===== src/rtl/reset_req.sv =====
// reset_req: gathers reset requests from the push button, the watchdog and a
// software register write, and turns them into one stretched, level-high
// pulse for the board reset generator. The cause of the last request is held
// in a register that outlives the reset it provokes, so software can read it
// after restart.
//
// Only the IO side (ack, data_out, write acceptance) obeys rst. The request
// FSM, stretch counter, cause register and button debouncer run from their
// power-up values and ignore rst, because rst is itself produced by rst_req:
// clearing them would cut the pulse short.
//
// REQ_CYCLES must be at least 4 so the half-rate, double-synchronised
// generator input is guaranteed to see the pulse.
//
// IO handshake: a transfer happens on every clk edge where stb is high; ack
// follows one cycle later for exactly one cycle per stb cycle, together with
// the read word {27'b0, debounced, cause}. Writes return the pre-write cause.
// data_out is zero whenever ack is low.

module reset_req #(
    parameter int DEB_BITS   = 20,
    parameter int REQ_CYCLES = 16
) (
    input  logic        clk,
    input  logic        rst,
    input  logic        btn_in,
    input  logic        wd_trig,
    input  logic        stb,
    input  logic        we,
    input  logic [31:0] data_in,
    output logic [31:0] data_out,
    output logic        ack,
    output logic        rst_req
);

    localparam int CNT_W = $clog2(REQ_CYCLES + 1);

    typedef enum logic {
        S_IDLE = 1'b0,
        S_REQ  = 1'b1
    } state_t;

    // Power-up initialised state; deliberately outside the reach of rst.
    state_t              r_state     = S_IDLE;
    logic [CNT_W-1:0]    r_cnt       = '0;
    logic [3:0]          r_cause     = 4'b1000;
    logic                r_btn_meta  = 1'b0;
    logic                r_btn_sync  = 1'b0;
    logic                r_deb       = 1'b0;
    logic                r_deb_d     = 1'b0;
    logic [DEB_BITS-1:0] r_deb_cnt   = '0;

    // IO-side registers, cleared by rst.
    logic                r_ack       = 1'b0;
    logic [31:0]         r_dout      = '0;

    state_t              w_state_nxt;
    logic                w_btn_evt;
    logic                w_wr;
    logic                w_sw_evt;
    logic                w_cause_clr;
    logic                w_any_req;
    logic                w_rst_req;
    logic                w_unused_data;

    // Only the two low write bits carry meaning.
    assign w_unused_data = ^data_in[31:2];

    // A write is accepted on any stb&we edge outside rst.
    assign w_wr        = stb & we & ~rst;
    assign w_sw_evt    = w_wr & data_in[0];
    assign w_cause_clr = w_wr & data_in[1] & ~data_in[0];
    assign w_btn_evt   = r_deb & ~r_deb_d;
    assign w_any_req   = w_btn_evt | wd_trig | w_sw_evt;

    // Button: two-flop synchroniser, then a stability counter that flips the
    // debounced level once the synced input has differed for 2^DEB_BITS edges.
    always_ff @(posedge clk) begin
        r_btn_meta <= btn_in;
        r_btn_sync <= r_btn_meta;
        r_deb_d    <= r_deb;
        if (r_btn_sync == r_deb) begin
            r_deb_cnt <= '0;
        end else if (&r_deb_cnt) begin
            r_deb     <= ~r_deb;
            r_deb_cnt <= '0;
        end else begin
            r_deb_cnt <= r_deb_cnt + DEB_BITS'(1);
        end
    end

    // Request FSM state register with its stretch counter and cause latch.
    always_ff @(posedge clk) begin
        r_state <= w_state_nxt;
        if (r_state == S_IDLE) begin
            if (w_any_req) begin
                r_cnt   <= CNT_W'(1);
                r_cause <= {1'b0, w_sw_evt, wd_trig, w_btn_evt};
            end else if (w_cause_clr) begin
                r_cause <= 4'b0000;
            end
        end else begin
            r_cnt <= r_cnt + CNT_W'(1);
        end
    end

    // Next-state: any source starts a request; the pulse ends after REQ_CYCLES.
    always_comb begin
        w_state_nxt = r_state;
        case (r_state)
            S_IDLE:  if (w_any_req) w_state_nxt = S_REQ;
            S_REQ:   if (r_cnt == CNT_W'(REQ_CYCLES)) w_state_nxt = S_IDLE;
            default: w_state_nxt = S_IDLE;
        endcase
    end

    // Output decode: the request is high for the whole REQ state.
    always_comb begin
        w_rst_req = 1'b0;
        if (r_state == S_REQ) w_rst_req = 1'b1;
    end

    assign rst_req = w_rst_req;

    // IO response: ack one cycle after each stb cycle, read word alongside it.
    always_ff @(posedge clk) begin
        if (rst) begin
            r_ack  <= 1'b0;
            r_dout <= '0;
        end else begin
            r_ack  <= stb;
            r_dout <= stb ? {27'b0, r_deb, r_cause} : 32'h0;
        end
    end

    assign ack      = r_ack;
    assign data_out = r_dout;

endmodule


===== config.mk =====
export PLATFORM = sky130hd
export DESIGN_NAME = reset_req
export DESIGN_NICKNAME = d
export VERILOG_FILES = /design/src/rtl/reset_req.sv
export SDC_FILE = /design/constraint.sdc
export NUM_CORES = 1
export LEC_CHECK = 0
export CORE_UTILIZATION = 39
export DETAILED_ROUTE_END_ITERATION = 12
export PLACE_DENSITY = 0.76
export SETUP_SLACK_MARGIN = 0.2
export SYNTH_ARGS = -nofsm -noshare
export SYNTH_HDL_FRONTEND = slang
export SYNTH_SLANG_ARGS = --single-unit

===== constraint.sdc =====
create_clock -name clk -period 1.5 [get_ports clk]
set_input_delay 0.15 -clock clk [delete_from_list [all_inputs] [get_ports clk]]
set_output_delay 0.15 -clock clk [all_outputs]
set_load 0.1 [all_outputs]

# Yosys cells after proc, flatten, opt, wreduce, memory -nomap -nowiden
# Index checks and enable logic that the tools add are counted.
dict set report op_classes {
  addsub 2
  eq_ne 2
  n_mux 8
  n_bitwise 15
  reduce_logical 7
}
# cell count
set op_table {}
lappend op_table {{$reduce_and 21->1} 1}
lappend op_table {{$add 20x1->20 const B} 1}
lappend op_table {{$reduce_and 20->1} 1}
lappend op_table {{$mux 5} 2}
lappend op_table {{$not 1->1} 7}
lappend op_table {{$and 1x1->1} 6}
lappend op_table {{$mux 3} 2}
lappend op_table {{$add 5x1->5 const B} 1}
lappend op_table {{$eq 5x5->1 const B} 1}
lappend op_table {{$reduce_bool 2->1} 2}
lappend op_table {{$reduce_or 2->1} 2}
lappend op_table {{$mux 1} 3}
lappend op_table {{$or 1x1->1} 2}
lappend op_table {{$pmux 1 s2} 1}
lappend op_table {{$reduce_and 2->1} 1}
lappend op_table {{$eq 1x1->1} 1}
dict set report word_totals {
  register_bits 65
  input_bits 38
  output_inout_bits 34
}

# Logic depth before layout (Yosys ltp)
# Gate-level depths: netlist of the first run.
dict set report depth {
  word_depth 6
  ltp_mapped 7
  ltp_nobuf 5
}

# Worst setup path before layout of the first run
# No wires, ideal clock.
dict set report synth_timing {
  kind {register -> register}
  start {register r_state}
  end {register r_cnt[0] (enable)}
  setup_ps 291
  arrival_ps 1412
  path_slack_ps -203
  stages_incl_launch_ff 2
  path_buffers 0
  synth_period_minus_slack_ps 1703
  path_cell_list {dfxtp_1 or4_1}
}
dict set report synth_between {
  elab_chain_cells 1
}
# item line
set synth_rtl {}
lappend synth_rtl {{from (decl)} 44} ;# state_t r_state = S_IDLE;
lappend synth_rtl {{from (signal assigned)} 94} ;# r_state <= w_state_nxt;
lappend synth_rtl {{$reduce_bool 2->1 (no source line)} --}
lappend synth_rtl {{to (signal assigned)} 103} ;# r_cnt <= r_cnt + CNT_W'(1);
lappend synth_rtl {{to (decl)} 45} ;# logic [CNT_W-1:0] r_cnt = '0;
# Every way passes these cells.
# A chain may end at the register's enable or synchronous reset.

# Final worst setup path of the first run
dict set report layout_timing {
  start {register r_deb_cnt[16]}
  end {register r_deb_cnt[17]}
}
dict set report layout_between {
  elab_chain_cells 2
  elab_cells_between_ends 3
  cone_classes {add/sub: 1; reduce/logical: 2}
}
# item line
set layout_rtl {}
lappend layout_rtl {{from (decl)} 51} ;# logic [DEB_BITS-1:0] r_deb_cnt = '0;
lappend layout_rtl {{from (signal assigned)} 88} ;# r_deb_cnt <= r_deb_cnt + DEB_BITS'(1);
lappend layout_rtl {{parallel branches: the longest is 2 deep, another holds $add 20x1->20} --}
# Several ways; the timed one is not identified.

==> flow_summary.yaml, run 1 <==
status:
  status: "complete, no violations"
clocking:
  ctsHoldBuffers: 0
  clock_latency_ns: 0.28
  cts_buffers: 5
  ctsHtreeMaxLevel: 2
  cts_root_buf: "clkbuf_8"
  clk_path_buf_depth: 2
  cts_tree: "yes"
  clock_sinks: 38
  clkTransAtPathRegs_ns: 0.07
synthesis:
  netlist_area_sq_mm: 0.00182
  syn_inst: 180
  synth-async-reset-ratio_pct: 0
  ys_seq_area_share_pct: 46.8
  synth_enable_flop_cells: 9
  synth_common_cells: "29 x buf_4, 29 x dfxtp_1, 21 x nor2_1, 13 x xnor2_1, 10 x nand2_1"
  synth_area_leaders: "dfxtp_1 32%, edfxtp_1 15%, buf_4 12%, xnor2_1 6.3%, nor2_1 4.3%"
  synth-seq-cells: 38
  yosys_warnings: 0
  synth_area_leader_cell: "dfxtp_1"
  synth.avg_cell_area_sq_um: 10.1
  ys.flop_type: "dfxtp_1"
  synth_cell_types: 39
  netlist.area_leader.share_pct: 31.9
global_route:
  globalRouteMet2Util_pct: 25.1
  grt_pass1_wl_mm: 5.63
  groute.usage.overall_pct: 14.6
  grt_overflow: 0
  top_usage_layer: "met2"
  grt_max_degree: 18
  antenna_found_initial: 0
  met3_usage_pct: 4.47
  grt_pass1_vias: 1245
  grt.met1_usage_pct: 17.1
routing:
  ant_nets: 0
  wl_per_cell_um: 12.4
  viasPerCell: 4.62
  drc: 0
  vias: 1302
  drtPass1Iterations: 4
  routed_wl_mm: 3.50
  drt-initial-drc-count: 90
placement:
  io_buffers: 13
  gp_congestion: 0.745
  hpwl_mm: 1.96
  pre_cts_slack_ns: -0.187
die:
  fp.dieH_um: 70.3
  fp.dieW_um: 70.3
  die_area_sq_mm: 0.00494
  start_util_pct: 41.2
  ios: 72
  core_area_sq_mm: 0.00441
  rows: 24
timing:
  setup_ws_ns: 0.0726
  max_freq_ghz: 0.701
  tns_ns: 0
  final.setup_skew_ns: 0.00427
  setup_viol: 0
  fin_crit_ns: 1.43
  grt_setup_unrepaired: "true"
  min_period_over_period_pct: 95.2
  worst_hold_slack_ns: 0.307
  drv_slew: 0
  finalHoldViolCount: 0
worst_setup_path:
  crit_arrival_ns: 1.65
  r2r_slack_ns: 0.07
  cp_max_fo: 4
  crit_chain: "and3_4, or3b_4, or3_4, a21oi_2"
  worstPathRequired_ns: 1.72
  crit_type: "reg2reg"
  path_buf_inv: 0
  end_kind: "flip-flop"
  slowest_stage: "or3b_4"
  critPathTopFamily: "simple AND/OR/NAND/NOR gates"
  slowest_delay_ns: 0.38
  startpoint_type: "flip-flop"
finish:
  drive_gt1_share_pct: 40.9
  diodes: 0
  final_util_pct: 56.5
  fin_nets: 270
  area_growth_pct: 37.2
job:
  drv_cap: 0
worst_hold_path:
  hp-class: "in2reg"
power_and_ir_drop:
  vdd_drop_max_mv: 0.590
  leakage_nw: 1.02
  p_per_area_mw_per_mm2: 1080
-- layout make-up --
cell class / count / area (sq um)
clock buffers: 6 / 72.6
multi-input cells: 131 / 961
flip-flops and latches: 38 / 902
repair buffers: 46 / 458
well taps: 52 / 65.1
inverters: 7 / 26.3
fillers: 359 / 1920
clock inverters: 2 / 10.0
-- layout by cell type, fill, tap and decap left out, drive strengths merged, types with 2 or more instances in the layout --
cell type,synthesis,layout
xnor2,13,13
clkinv,0,2
nor2,21,21
conb,1,28
nand4,5,5
a21oi,3,3
and3,2,2
nand3,6,6
buf,30,39
edfxtp,9,9
dlygate4sd2,0,3
dfxtp,29,29
nor3,6,6
clkdlybuf4s50,0,4
nand2,10,10
xor2,6,6
ha,3,3
inv,7,7
nor4,5,5
and2,8,8
clkbuf,1,6
-- per-layer routing --
metal  wire, um  part of all wire (%)  vias to the layer above
li1           -                     -                      649
met1       1390                    40                      608
met2       1920                    55                       45
met3        181                   5.2                        0
met4          0                     0                        0
met5          0                     0                        -
-- repair_timing --
action,CTS,global route
pin swaps,16,12
endpoints found under the setup margin,30,31
gates resized for setup,22,17
setup buffers,12,10
-- registers in the layout (all words and copies together) (netlist names) --
signal / flops
r_deb: 1
r_deb_cnt: 20
r_btn_sync: 1
r_deb_d: 1
r_state: 1
ack: 1
r_cnt: 5
r_btn_meta: 1
data_out: 4
r_cause: 3
-- kinds of logic after synthesis --
group | count (synthesis) | share of synthesized area (%)
buf+inv | 38 | 14.2
compound gates | 11 | 4.61
flops | 38 | 46.8
other cells | 1 | 0.206
xor+xnor | 19 | 9.15
simple gates | 70 | 22.9
fa+ha+maj | 3 | 2.06
-- power by group --
group,leakage [nW],switching (mW),internal (mW)
clock network,0.0450,0.338,0.322
registers,0.338,0.103,1.18
logic,0.638,0.520,0.241
-- final timing paths --
check                                   start            end  depth (start not counted)
worst max-delay path            r_deb_cnt[16]  r_deb_cnt[17]                          4
worst min-delay path                   btn_in     r_btn_meta                          1
worst max register to register  r_deb_cnt[16]  r_deb_cnt[17]                          4
worst min register to register     r_btn_meta     r_btn_sync                          0
-- through the flow --
stage          total power, mW  area [sq um]  std cells
2_1_floorplan             1.94          1990        207
3_3_place_gp              2.02          2100        252
3_5_place_dp              2.03          2100        252
4_1_cts                   2.71          2340        272
5_1_grt                   2.86          2490        282
6_report                  2.70          2490        282
Power figures use the tool's default switching activity.
==> inputs of run 2 (changes only) <==
Settings changed: REMOVE_ABC_BUFFERS set to 1.
==> run 2 against run 1 <==
Largest cell class unchanged; clock power up 11%; clock skew rose by 0.0043 ns; highest routed layer is now met4; critical endpoint is now r_state; non-clock buffer count up 3.
==> flow_summary.yaml, run 2 (synthesis gave the netlist of run 1 again) <==
clocking:
  clock_latency_ns: 0.30
  clk_path_buf_depth: 2
  clock_sinks: 38
  cts_buffers: 5
  cts_tree: "yes"
  clkTransAtPathRegs_ns: 0.07
  ctsHtreeMaxLevel: 2
  cts_root_buf: "clkbuf_8"
placement:
  gp_congestion: 0.755
  pre_cts_slack_ns: -0.318
  hpwl_mm: 2.34
  io_buffers: 13
global_route:
  grt_pass1_wl_mm: 5.65
  grt_overflow: 0
  grt_max_degree: 18
  antenna_found_initial: 0
  groute.usage.overall_pct: 14.6
  grt_pass1_vias: 1273
job:
  drv_cap: 0
worst_setup_path:
  slowest_delay_ns: 0.55
  r2r_slack_ns: 0.07
  endpoint: "r_state"
  startpoint_type: "flip-flop"
  worstPathRequired_ns: 1.68
  crit_arrival_ns: 1.61
  crit_type: "reg2reg"
  path_buf_inv: 1
  end_kind: "flip-flop"
  slowest_stage: "or4_4"
  cp-startpoint: "r_deb"
  cp_max_fo: 6
  r2r_cells: 4
  r2r-end: "r_state"
  cp_num_cells: 4
  critPathTopFamily: "simple AND/OR/NAND/NOR gates"
  crit_chain: "inv_2, nor2_2, or4_4, a21boi_1"
  reg2reg_from: "r_deb"
finish:
  mostFrequentLayoutCells: "31 x buf_4, 28 x conb_1, 20 x nor2_1, 15 x dfxtp_2, 14 x dfxtp_1"
  diodes: 0
  fin_nets: 273
  regMostFlops: "r_deb_cnt"
  fillers: 388
  final_common_cell: "buf_4"
  area_growth_pct: 35.0
  largest_reg_flops: 20
  drive_gt1_share_pct: 36.9
routing:
  viasPerCell: 4.68
  drt-initial-drc-count: 48
  vias: 1334
  wl_per_cell_um: 12.1
  ant_nets: 0
  drtPass1Iterations: 4
  drc: 0
  routed_wl_mm: 3.44
die:
  die_area_sq_mm: 0.00494
  core_area_sq_mm: 0.00441
  start_util_pct: 41.2
  rows: 24
  fp.dieH_um: 70.3
  fp.dieW_um: 70.3
  ios: 72
timing:
  drv_slew: 0
  grt_setup_unrepaired: "true"
  final.setup_skew_ns: 0.00857
  setup_ws_ns: 0.0685
  max_freq_ghz: 0.699
  setup_viol: 0
  fin_crit_ns: 1.43
  worst_hold_slack_ns: 0.296
  finalHoldViolCount: 0
  min_period_over_period_pct: 95.4
power_and_ir_drop:
  leakage_nw: 1.02
  p_per_area_mw_per_mm2: 1150
  vdd_drop_max_mv: 0.459
status:
  status: "complete, no violations"
worst_hold_path:
  hp-class: "in2reg"
-- run 2: layer usage --
metal / wire (um) / GRT usage, %
met2: 1790 / 24.9
met5: 0 / 0
met3: 127 / 4.33
met4: 52 / 6.67
met1: 1470 / 16.7
-- run 2: stage by stage --
stage	instances	power, mW	instance area [sq um]	utilization [%]	setup TNS, ns
floorplan	176	1.87	1690	-	-1.23
global placement	268	2.02	2160	48.9	-2.11
detailed placement	268	2.05	2160	48.9	-2.35
finish	285	2.82	2450	55.6	0
CTS	281	2.79	2370	53.6	0
global route	285	2.93	2450	55.6	-0.0525
-- run 2: worst min path at each step --
stage | cells past startpoint | startpoint | to | slack [ns]
2_1_floorplan | 0 | btn_in | r_btn_meta | 0.18
3_3_place_gp | 0 | r_btn_meta | r_btn_sync | 0.31
3_5_place_dp | 0 | r_btn_meta | r_btn_sync | 0.33
4_1_cts | 1 | btn_in | r_btn_meta | 0.29
5_1_grt | 1 | btn_in | r_btn_meta | 0.30
6_report | 1 | btn_in | r_btn_meta | 0.30
-- run 2: cell type report --
type                       instances  area (sq um)  share of cell area, %
clock buffer                       7          86.3                   3.52
timing repair buffer              49           487                   19.8
multi-input combinational        131           916                   37.3
sequential                        38           870                   35.4
tap                               52          65.1                   2.65
inverter                           7          26.3                   1.07
clock inverter                     1          5.00                  0.204
-- run 2: what timing repair did --
| item | 4_1_cts | 5_1_grt |
|---|---|---|
| pin swaps | 9 | 9 |
| endpoints found under the setup margin | 30 | 31 |
| setup buffers | 5 | 4 |
| hold buffers | 0 | 0 |
| endpoints found under the hold margin | 0 | 0 |
| gates resized for setup | 28 | 14 |
| gates cloned | 0 | 0 |
-- run 2: report_power, final --
group / total, mW / switching, mW / internal, mW
Sequential: 1.28 / 0.0915 / 1.19
Combinational: 0.804 / 0.552 / 0.252
Clock: 0.730 / 0.359 / 0.371
Total: 2.82 / 1.00 / 1.81
